$ cat src/rtl/leading_count_iter.sv
// leading_count_iter
//   Iterative leading/trailing zero/one counter. A request word is
//   conditioned once at acceptance: inverted when counting ones, and
//   bit-reversed when counting from the LSB. After that the scan always
//   counts leading zeros, one CHUNK_WIDTH slice per clock, MSB slice first.
//
// Parameters
//   DATA_WIDTH   width of the scanned word
//   CHUNK_WIDTH  bits examined per scan cycle (must divide DATA_WIDTH)
//   CNT_WIDTH    derived result width, $clog2(DATA_WIDTH+1)
//
// Ports
//   clk        clock
//   rst_n      synchronous active-low reset
//   in_valid   request valid          in_ready  block idle, can accept
//   in_data    word to scan           in_mode   [0]=count ones, [1]=trailing
//   out_valid  result valid           out_ready consumer accepts result
//   out_cnt    count result           out_all   no terminating bit found

// Leading-zero count inside a single chunk. Only meaningful for a nonzero
// chunk; the highest set bit wins, so the result is 0..W-1.
module lci_chunk_lz #(
  parameter  int W    = 8,
  localparam int LZ_W = $clog2(W + 1)
) (
  input  logic [W-1:0]    chunk,
  output logic [LZ_W-1:0] lz
);

  always_comb begin
    lz = '0;
    for (int i = 0; i < W; i++) begin
      if (chunk[i]) lz = LZ_W'(W - 1 - i);
    end
  end

endmodule

module leading_count_iter #(
  parameter  int DATA_WIDTH  = 32,
  parameter  int CHUNK_WIDTH = 8,
  localparam int CNT_WIDTH   = $clog2(DATA_WIDTH + 1)
) (
  input  logic                  clk,
  input  logic                  rst_n,
  input  logic                  in_valid,
  output logic                  in_ready,
  input  logic [DATA_WIDTH-1:0] in_data,
  input  logic [1:0]            in_mode,
  output logic                  out_valid,
  input  logic                  out_ready,
  output logic [CNT_WIDTH-1:0]  out_cnt,
  output logic                  out_all
);

  localparam int NCHUNK = DATA_WIDTH / CHUNK_WIDTH;
  localparam int IDX_W  = (NCHUNK > 1) ? $clog2(NCHUNK) : 1;
  localparam int LZ_W   = $clog2(CHUNK_WIDTH + 1);

  localparam logic [IDX_W-1:0]     LAST_IDX   = IDX_W'(NCHUNK - 1);
  localparam logic [CNT_WIDTH-1:0] CHUNK_STEP = CNT_WIDTH'(CHUNK_WIDTH);
  localparam logic [CNT_WIDTH-1:0] FULL_CNT   = CNT_WIDTH'(DATA_WIDTH);

  if ((DATA_WIDTH % CHUNK_WIDTH) != 0 || CHUNK_WIDTH < 1) begin : g_bad_cfg
    $error("DATA_WIDTH must be a positive multiple of CHUNK_WIDTH");
  end

  typedef enum logic [1:0] {
    S_IDLE = 2'd0,
    S_SCAN = 2'd1,
    S_DONE = 2'd2
  } state_e;

  typedef struct packed {
    logic [CNT_WIDTH-1:0] cnt;
    logic                 all;
  } result_t;

  state_e                 state_q, state_d;
  logic [DATA_WIDTH-1:0]  work_q,  work_d;
  logic [CNT_WIDTH-1:0]   acc_q,   acc_d;
  logic [IDX_W-1:0]       idx_q,   idx_d;
  result_t                res_q,   res_d;

  // ---------------------------------------------------------------------
  // Request conditioning: fold the mode into the data so the scanner only
  // ever has to find the first 1 from the MSB side.
  // ---------------------------------------------------------------------
  logic [DATA_WIDTH-1:0] in_inv;
  logic [DATA_WIDTH-1:0] in_rev;
  logic [DATA_WIDTH-1:0] in_work;

  assign in_inv = in_mode[0] ? ~in_data : in_data;

  for (genvar b = 0; b < DATA_WIDTH; b++) begin : g_rev
    assign in_rev[b] = in_inv[DATA_WIDTH-1-b];
  end

  assign in_work = in_mode[1] ? in_rev : in_inv;

  // ---------------------------------------------------------------------
  // Scanner datapath. The work word is shifted left one chunk per empty
  // chunk, so the chunk at index idx always sits in the top slice.
  // ---------------------------------------------------------------------
  logic [CHUNK_WIDTH-1:0] cur_chunk;
  logic [DATA_WIDTH-1:0]  work_shl;
  logic [LZ_W-1:0]        chunk_lz;
  logic                   chunk_hit;

  assign cur_chunk = work_q[DATA_WIDTH-1 -: CHUNK_WIDTH];
  assign chunk_hit = |cur_chunk;

  if (NCHUNK > 1) begin : g_shift
    assign work_shl = {work_q[DATA_WIDTH-CHUNK_WIDTH-1:0], {CHUNK_WIDTH{1'b0}}};
  end else begin : g_noshift
    // A single chunk is never shifted; the scan ends on its first cycle.
    assign work_shl = '0;
  end

  lci_chunk_lz #(
    .W (CHUNK_WIDTH)
  ) u_chunk_lz (
    .chunk (cur_chunk),
    .lz    (chunk_lz)
  );

  // ---------------------------------------------------------------------
  // FSM next-state and datapath updates
  // ---------------------------------------------------------------------
  always_comb begin
    state_d = state_q;
    work_d  = work_q;
    acc_d   = acc_q;
    idx_d   = idx_q;
    res_d   = res_q;

    unique case (state_q)
      S_IDLE: begin
        if (in_valid) begin
          work_d  = in_work;
          acc_d   = '0;
          idx_d   = '0;
          state_d = S_SCAN;
        end
      end

      S_SCAN: begin
        if (chunk_hit) begin
          // acc <= DATA_WIDTH-CHUNK_WIDTH and lz <= CHUNK_WIDTH-1, so the
          // sum stays below DATA_WIDTH and cannot wrap.
          res_d.cnt = acc_q + CNT_WIDTH'(chunk_lz);
          res_d.all = 1'b0;
          state_d   = S_DONE;
        end else if (idx_q == LAST_IDX) begin
          res_d.cnt = FULL_CNT;
          res_d.all = 1'b1;
          state_d   = S_DONE;
        end else begin
          acc_d  = acc_q + CHUNK_STEP;
          idx_d  = idx_q + IDX_W'(1);
          work_d = work_shl;
        end
      end

      S_DONE: begin
        if (out_ready) state_d = S_IDLE;
      end

      default: state_d = S_IDLE;
    endcase
  end

  always_ff @(posedge clk) begin
    if (!rst_n) begin
      state_q <= S_IDLE;
      work_q  <= '0;
      acc_q   <= '0;
      idx_q   <= '0;
      res_q   <= '0;
    end else begin
      state_q <= state_d;
      work_q  <= work_d;
      acc_q   <= acc_d;
      idx_q   <= idx_d;
      res_q   <= res_d;
    end
  end

  // The result register is only written on entry to DONE, so the last
  // answer stays visible through IDLE and the next SCAN.
  assign in_ready  = (state_q == S_IDLE);
  assign out_valid = (state_q == S_DONE);
  assign out_cnt   = res_q.cnt;
  assign out_all   = res_q.all;

endmodule

$ cat config.mk
export PLATFORM = sky130hd
export DESIGN_NAME = leading_count_iter
export DESIGN_NICKNAME = d
export VERILOG_FILES = /design/src/rtl/leading_count_iter.sv
export SDC_FILE = /design/constraint.sdc
export NUM_CORES = 1
export LEC_CHECK = 0
export CAP_MARGIN = 20
export CORE_MARGIN = 1
export CORE_UTILIZATION = 45
export CTS_CLUSTER_DIAMETER = 30
export DETAILED_ROUTE_END_ITERATION = 12
export GPL_TIMING_DRIVEN = 0
export PLACE_DENSITY = 0.81
export SKIP_CTS_REPAIR_TIMING = 1
export SLEW_MARGIN = 25
export SYNTH_ARGS = -nofsm -noshare
export SYNTH_HDL_FRONTEND = slang
export SYNTH_HIERARCHICAL = 1
export SYNTH_SLANG_ARGS = --single-unit
$ cat constraint.sdc
create_clock -name clk -period 2.97 [get_ports clk]
set_clock_uncertainty 0.15 [all_clocks]
set_input_delay 0.594 -clock clk [delete_from_list [all_inputs] [get_ports clk]]
set_output_delay 0.594 -clock clk [all_outputs]
set_load 0.01 [all_outputs]
==> summary.txt, run 1 <==
Run status
  – Status: finished clean

Clock tree
  – CTS Sinks: 46
  – Inserted Clock Buffers: 5
  – Root Driver: clkbuf_8
  – Worst-path clk slew: 0.09 ns
  – H-tree depth: 2
  – Clk Latency, worst-skew pair: 0.30 ns
  – CTS tree: built
  – Worst-case clock buffer depth: 2

Global routing
  – Largest net degree at the start of global routing: 15
  – Initial antenna violation count: 0
  – First-pass GRT wire length: 10.7 mm
  – Vias in the first global route: 2364
  – GR Overflow Total: 0
  – GRT Util Overall: 22.0%

Synth
  – Yosys cell types: 40
  – Yosys Warn Count: 6
  – Syn Inst Count: 315
  – Ranking of synthesized cells by area: dfxtp_1 (35%), mux2i_1 (12%), xnor2_1 (8.3%)
  – Mapped Avg Cell Area: 8.41 um2
  – Synthesis-stage register bit count: 46
  – Cell taking the most area after synthesis: dfxtp_1
  – Net count after synthesis: 356
  – Post-Synthesis Cell Area: 0.00265 mm2
  – Yosys top cell area share: 34.7%
  – Sequential area share after synthesis: 34.7%

Timing
  – Final Slew Violations: 0
  – Final setup violation count: 0
  – Setup tns final: 0 ns
  – Hold Vio Cnt, Final: 0
  – Least-Margin Pin Slew: 0.499 ns
  – Post-route minimum period: 2.21 ns
  – Slew headroom: 66.6%
  – Hold slack final: 0.320 ns
  – Maximum clock rate: 453 MHz
  – Final worst path period share: 74.3%
  – RSZ-0062 raised after global routing: false

Pwr
  – Worst VDD drop: 0.274 mV
  – Pwr Density: 535 mW/mm2
  – Leakage dissipation: 1.32 nW

Route
  – Vias/cell: 5.60
  – Detailed Route Iter0 Violations: 152
  – Routed Antenna Nets: 0
  – Post-DR wirelength/cell: 14.7 um
  – DR vias: 2459
  – # DRC: 0
  – Final Routed Wirelength: 6.47 mm
  – DRT Pass-1 Iters: 4

Setup path
  – Crit path from: state_q[1]$_SDFFE_PN0P_
  – CP arrival: 1.46 ns
  – Crit path kind: flop to output port
  – End of the critical path: out_valid
  – Crit start category: flop
  – R2r startpoint: work_q[31]$_SDFFE_PN0P_
  – CP endpoint kind: output port
  – RR Endpoint: work_q[0]$_SDFFE_PN0P_
  – Largest fanout on the critical path: 6
  – Data required time of the critical path: 2.23 ns
  – R2R setup slack: 0.91 ns
  – Reg2Reg Depth: 5

Floorplanning
  – Die area: 0.00620 mm2
  – Die Height: 78.7 um
  – FP Rows: 27
  – I/O Pins: 47
  – Die X: 78.7 um
  – Core area: 0.00561 mm2
  – Initial core utilization: 47.3%

Finish
  – Area grow syn2layout: 25.4%
  – Final instance area: 0.00332 mm2
  – Ratio of cells with drive above 1 in the final layout: 7.63%
  – # diodes: 0
  – # nets final: 407
  – Fill cells: 527

Flow run
  – Max-cap viol count: 0

Placement
  – Port Buffers: 44
  – Hpwl dp: 4.93 mm
  – Routability congestion estimate: 0.844
  – DP Area: 0.00318 mm2

Min path
  – Min-Delay Path Class: flop to flop
flip-flops by register name, indices dropped and copies added (netlist names):
register / flops
work_q: 32
acc_q: 3
idx_q: 2
out_all: 1
out_cnt: 6
state_q: 2
worst max-delay path: stages (launching register included):
cell,delay [ns]
dfxtp_1,0.42
nor2b_1,0.19
clkdlybuf4s50_1,0.55
synthesized netlist by cell type:
library cell and n:
a211oi_2 1, a21boi_0 1, a21oi_1 3, a22o_1 5, a31o_2 1, a31oi_1 25, and2_1 1, and3_1 1
and3b_1 1, buf_2 12, buf_4 1, clkbuf_1 15, conb_1 1, dfxtp_1 46, ha_1 3, inv_1 2
mux2i_1 32, nand2_1 54, nand2b_1 1, nand3_1 14, nand4b_1 3, nor2_1 3, nor2_2 1, nor2b_1 3
nor2b_4 1, nor3_1 1, nor3b_1 3, nor4_1 3, nor4b_1 1, o21a_1 1, o21ai_0 27, o21ai_1 1
o221a_2 1, o31a_1 1, o31ai_1 8, o41ai_2 1, or4_1 1, or4_4 1, xnor2_1 25, xor2_1 9
layout by cell type, fill, tap and decap left out, types with 5 or more instances in the layout:
cell              n
dfxtp_1          46
o31ai_1           8
xor2_1            9
nand3_1          14
clkdlybuf4s50_1  44
a31oi_1          25
o21ai_0          27
xnor2_1          25
a22o_1            5
clkbuf_1         15
nand2_1          54
mux2i_1          32
clkbuf_8          6
buf_2            12
per-stage QoR:
stage / util [%] / cells / total power, mW / setup slack (ns)
6_report: 59.3 / 439 / 1.78 / 0.765
5_1_grt: 59.3 / 439 / 1.87 / 0.697
4_1_cts: 59.3 / 439 / 1.78 / 0.761
3_5_place_dp: 56.7 / 431 / 1.22 / 0.558
3_3_place_gp: 56.7 / 431 / 1.20 / 0.601
2_1_floorplan: - / 315 / 1.06 / 1.12
metal layers:
layer,track usage (%),vias up,routed length (um)
met5,0,-,0
met2,38.1,84,3170
met4,8.70,0,153
met3,4.37,12,331
met1,26.5,1135,2820
li1,-,1228,-
worst min path at each step:
stage                                  from                       to  slack, ns  depth (start not counted)
global route         work_q[2]$_SDFFE_PN0P_   work_q[2]$_SDFFE_PN0P_       0.35                          2
global placement    work_q[23]$_SDFFE_PN0P_  work_q[31]$_SDFFE_PN0P_       0.30                          2
CTS                  work_q[2]$_SDFFE_PN0P_   work_q[2]$_SDFFE_PN0P_       0.32                          2
finish               work_q[2]$_SDFFE_PN0P_   work_q[2]$_SDFFE_PN0P_       0.32                          2
detailed placement   work_q[2]$_SDFFE_PN0P_   work_q[2]$_SDFFE_PN0P_       0.31                          2
floorplan             idx_q[0]$_SDFFE_PN0P_    idx_q[0]$_SDFFE_PN0P_       0.29                          2
final cells by class:
| type | instances | area [um2] | share of cell area (%) |
|---|---|---|---|
| multi-input cells | 239 | 1600 | 48.1 |
| flip-flops and latches | 46 | 921 | 27.7 |
| repair buffers | 44 | 440 | 13.3 |
| plain buffers | 28 | 124 | 3.73 |
| well taps | 72 | 90.1 | 2.71 |
| clock buffers | 6 | 82.6 | 2.48 |
| clock inverters | 2 | 60.1 | 1.81 |
| inverters | 2 | 7.51 | 0.226 |
report_power, final:
part	internal [mW]	switching, mW	total (mW)
Sequential	0.686	0.0556	0.742
Clock	0.359	0.210	0.568
Combinational	0.216	0.251	0.468
cells by family (layout without fill, tap and decap cells):
kind of cell    Yosys count  in the layout  share of synthesized area (%)
fa+ha+maj                 3              3                           1.42
other cells               1              1                          0.142
buf+inv                  30             82                           4.96
flops                    46             46                           34.7
mux                      32             32                           12.1
compound gates           76             76                           18.4
simple gates             93             93                           17.0
xor+xnor                 34             34                           11.2
(Power assumes the default switching activity.)
==> inputs of run 2 (changes only) <==
==> constraint.sdc (replaced) <==
create_clock -name clk -period 2.11 [get_ports clk]
set_clock_uncertainty 0.15 [all_clocks]
set_input_delay 0.422 -clock clk [delete_from_list [all_inputs] [get_ports clk]]
set_output_delay 0.422 -clock clk [all_outputs]
set_load 0.01 [all_outputs]
==> run 2 against run 1 <==
Routed wire length up 0.28%. Critical path type unchanged. Clock power up 42%. Sequential share of layout area down 0.062 points. Cell area up 0.23%. Via count up 0.41%. Combinational power up 41%. Power up 41%. Cell count unchanged. Sequential power up 42%. Register-to-register slack worse by 0.77 ns. Utilization up 0.13 points. Non-clock buffer count unchanged.
==> summary.txt, run 2 (same netlist as run 1, synthesis figures left out) <==
Run status
  – Status: finished clean

Route
  – Final Routed Wirelength: 6.49 mm
  – DR vias: 2469
  – Vias/cell: 5.62
  – DRT Pass-1 Iters: 4
  – Post-DR wirelength/cell: 14.8 um
  – Routed Antenna Nets: 0
  – # DRC: 0
  – Detailed Route Iter0 Violations: 144

Finish
  – # nets final: 407
  – Most common cell after layout, fill and taps aside: nand2_1
  – Most frequent cells in the layout: nand2_1 (54), dfxtp_1 (46), clkdlybuf4s50_1 (44)
  – Area grow syn2layout: 25.7%
  – Ratio of cells with drive above 1 in the final layout: 8.17%
  – Max FFs per register: 32
  – Largest Register: work_q
  – # diodes: 0

Pwr
  – Clock share of power: 32.1%
  – Flop pwr share: 41.6%
  – Leakage dissipation: 1.33 nW
  – Pint: 1.78 mW
  – Pwr Density: 754 mW/mm2
  – Net switching power: 0.733 mW
  – Sw frac: 29.2%
  – Worst VDD drop: 0.386 mV
  – Combinational share of power: 26.3%

Floorplanning
  – Die area: 0.00620 mm2
  – I/O Pins: 47
  – Die X: 78.7 um
  – Core area: 0.00561 mm2
  – FP Rows: 27
  – Initial core utilization: 47.3%
  – Die Height: 78.7 um

Timing
  – Final Slew Violations: 0
  – Least-Margin Pin Slew: 0.499 ns
  – RSZ-0062 raised after global routing: false
  – Maximum clock rate: 491 MHz
  – Hold slack final: 0.321 ns
  – Slew headroom: 66.6%
  – Final setup violation count: 0
  – Setup tns final: 0 ns
  – Post-route minimum period: 2.03 ns
  – Hold Vio Cnt, Final: 0
  – Final worst path period share: 96.4%

Clock tree
  – Worst-path clk slew: 0.09 ns
  – CTS tree: built
  – Worst-case clock buffer depth: 2
  – Inserted Clock Buffers: 5
  – Clk Latency, worst-skew pair: 0.30 ns
  – H-tree depth: 2
  – CTS Sinks: 46
  – Root Driver: clkbuf_8

Setup path
  – Data required time of the critical path: 1.54 ns
  – Crit path kind: flop to output port
  – Crit start category: flop
  – CP endpoint kind: output port
  – CP arrival: 1.46 ns
  – Largest fanout on the critical path: 6

Global routing
  – First-pass GRT wire length: 10.7 mm
  – Vias in the first global route: 2364
  – Initial antenna violation count: 0
  – Largest net degree at the start of global routing: 15
  – GR Overflow Total: 0
  – GRT Util Overall: 22.0%

Min path
  – Min-Delay Path Class: flop to flop

Placement
  – Hpwl dp: 4.93 mm
  – Port Buffers: 44
  – Routability congestion estimate: 0.844

Flow run
  – Max-cap viol count: 0
## run 2: cell counts in the layout (fill, tap and decap cells not counted)
No cell type changed its count.
## run 2: layer usage
layer	up-vias	wire, um	GRT usage [%]	share of wire (%)
li1	1226	-	-	-
met1	1148	2810	26.5	43
met5	-	0	0	0
met4	0	156	8.70	2.4
met2	81	3180	38.1	49
met3	14	348	4.37	5.4
## run 2: layout make-up
class	instances	area (um2)
Buffer	28	125
Clock buffer	6	82.6
Clock inverter	2	60.1
Fill cell	524	2280
Inverter	2	7.51
Multi-Input combinational cell	239	1600
Sequential cell	46	921
Tap cell	72	90.1
Timing Repair Buffer	44	440
## run 2: power groups by stage
| stage | Sequential [mW] | Combinational (mW) | Clock [mW] |
|---|---|---|---|
| after CTS | 1.04 | 0.655 | 0.807 |
| after floorplan | 1.05 | 0.439 | 0 |
| after detailed placement | 1.06 | 0.651 | 0 |
| after global routing | 1.06 | 0.725 | 0.853 |
| final | 1.05 | 0.660 | 0.805 |
| after global placement | 1.06 | 0.634 | 0 |
## run 2: worst paths after layout
kind	endpoint	slack [ns]	depth (start not counted)	startpoint
worst max-delay path	out_valid	0.08	2	state_q[1]$_SDFFE_PN0P_
worst min-delay path	work_q[2]$_SDFFE_PN0P_	0.32	2	work_q[2]$_SDFFE_PN0P_
worst max register to register	acc_q[5]$_SDFFE_PN0P_	0.14	4	work_q[31]$_SDFFE_PN0P_
worst min register to register	work_q[2]$_SDFFE_PN0P_	0.32	2	work_q[2]$_SDFFE_PN0P_
## run 2: critical path: stages, from the launching register on
cell and delay [ns]:
dfxtp_1 0.42, nor2b_1 0.19, clkdlybuf4s50_1 0.55
## run 2: stage by stage
step                      cell area, um2  total power, mW  cells  worst slack (ns)  util (%)
final                               3330             2.51    439            0.0753      59.4
after global routing                3330             2.64    439           0.00890      59.4
after CTS                           3320             2.50    439            0.0656      59.3
after detailed placement            3180             1.71    431            -0.130      56.7
after global placement              3180             1.69    431           -0.0874      56.7
after floorplan                     2650             1.48    315             0.379         -
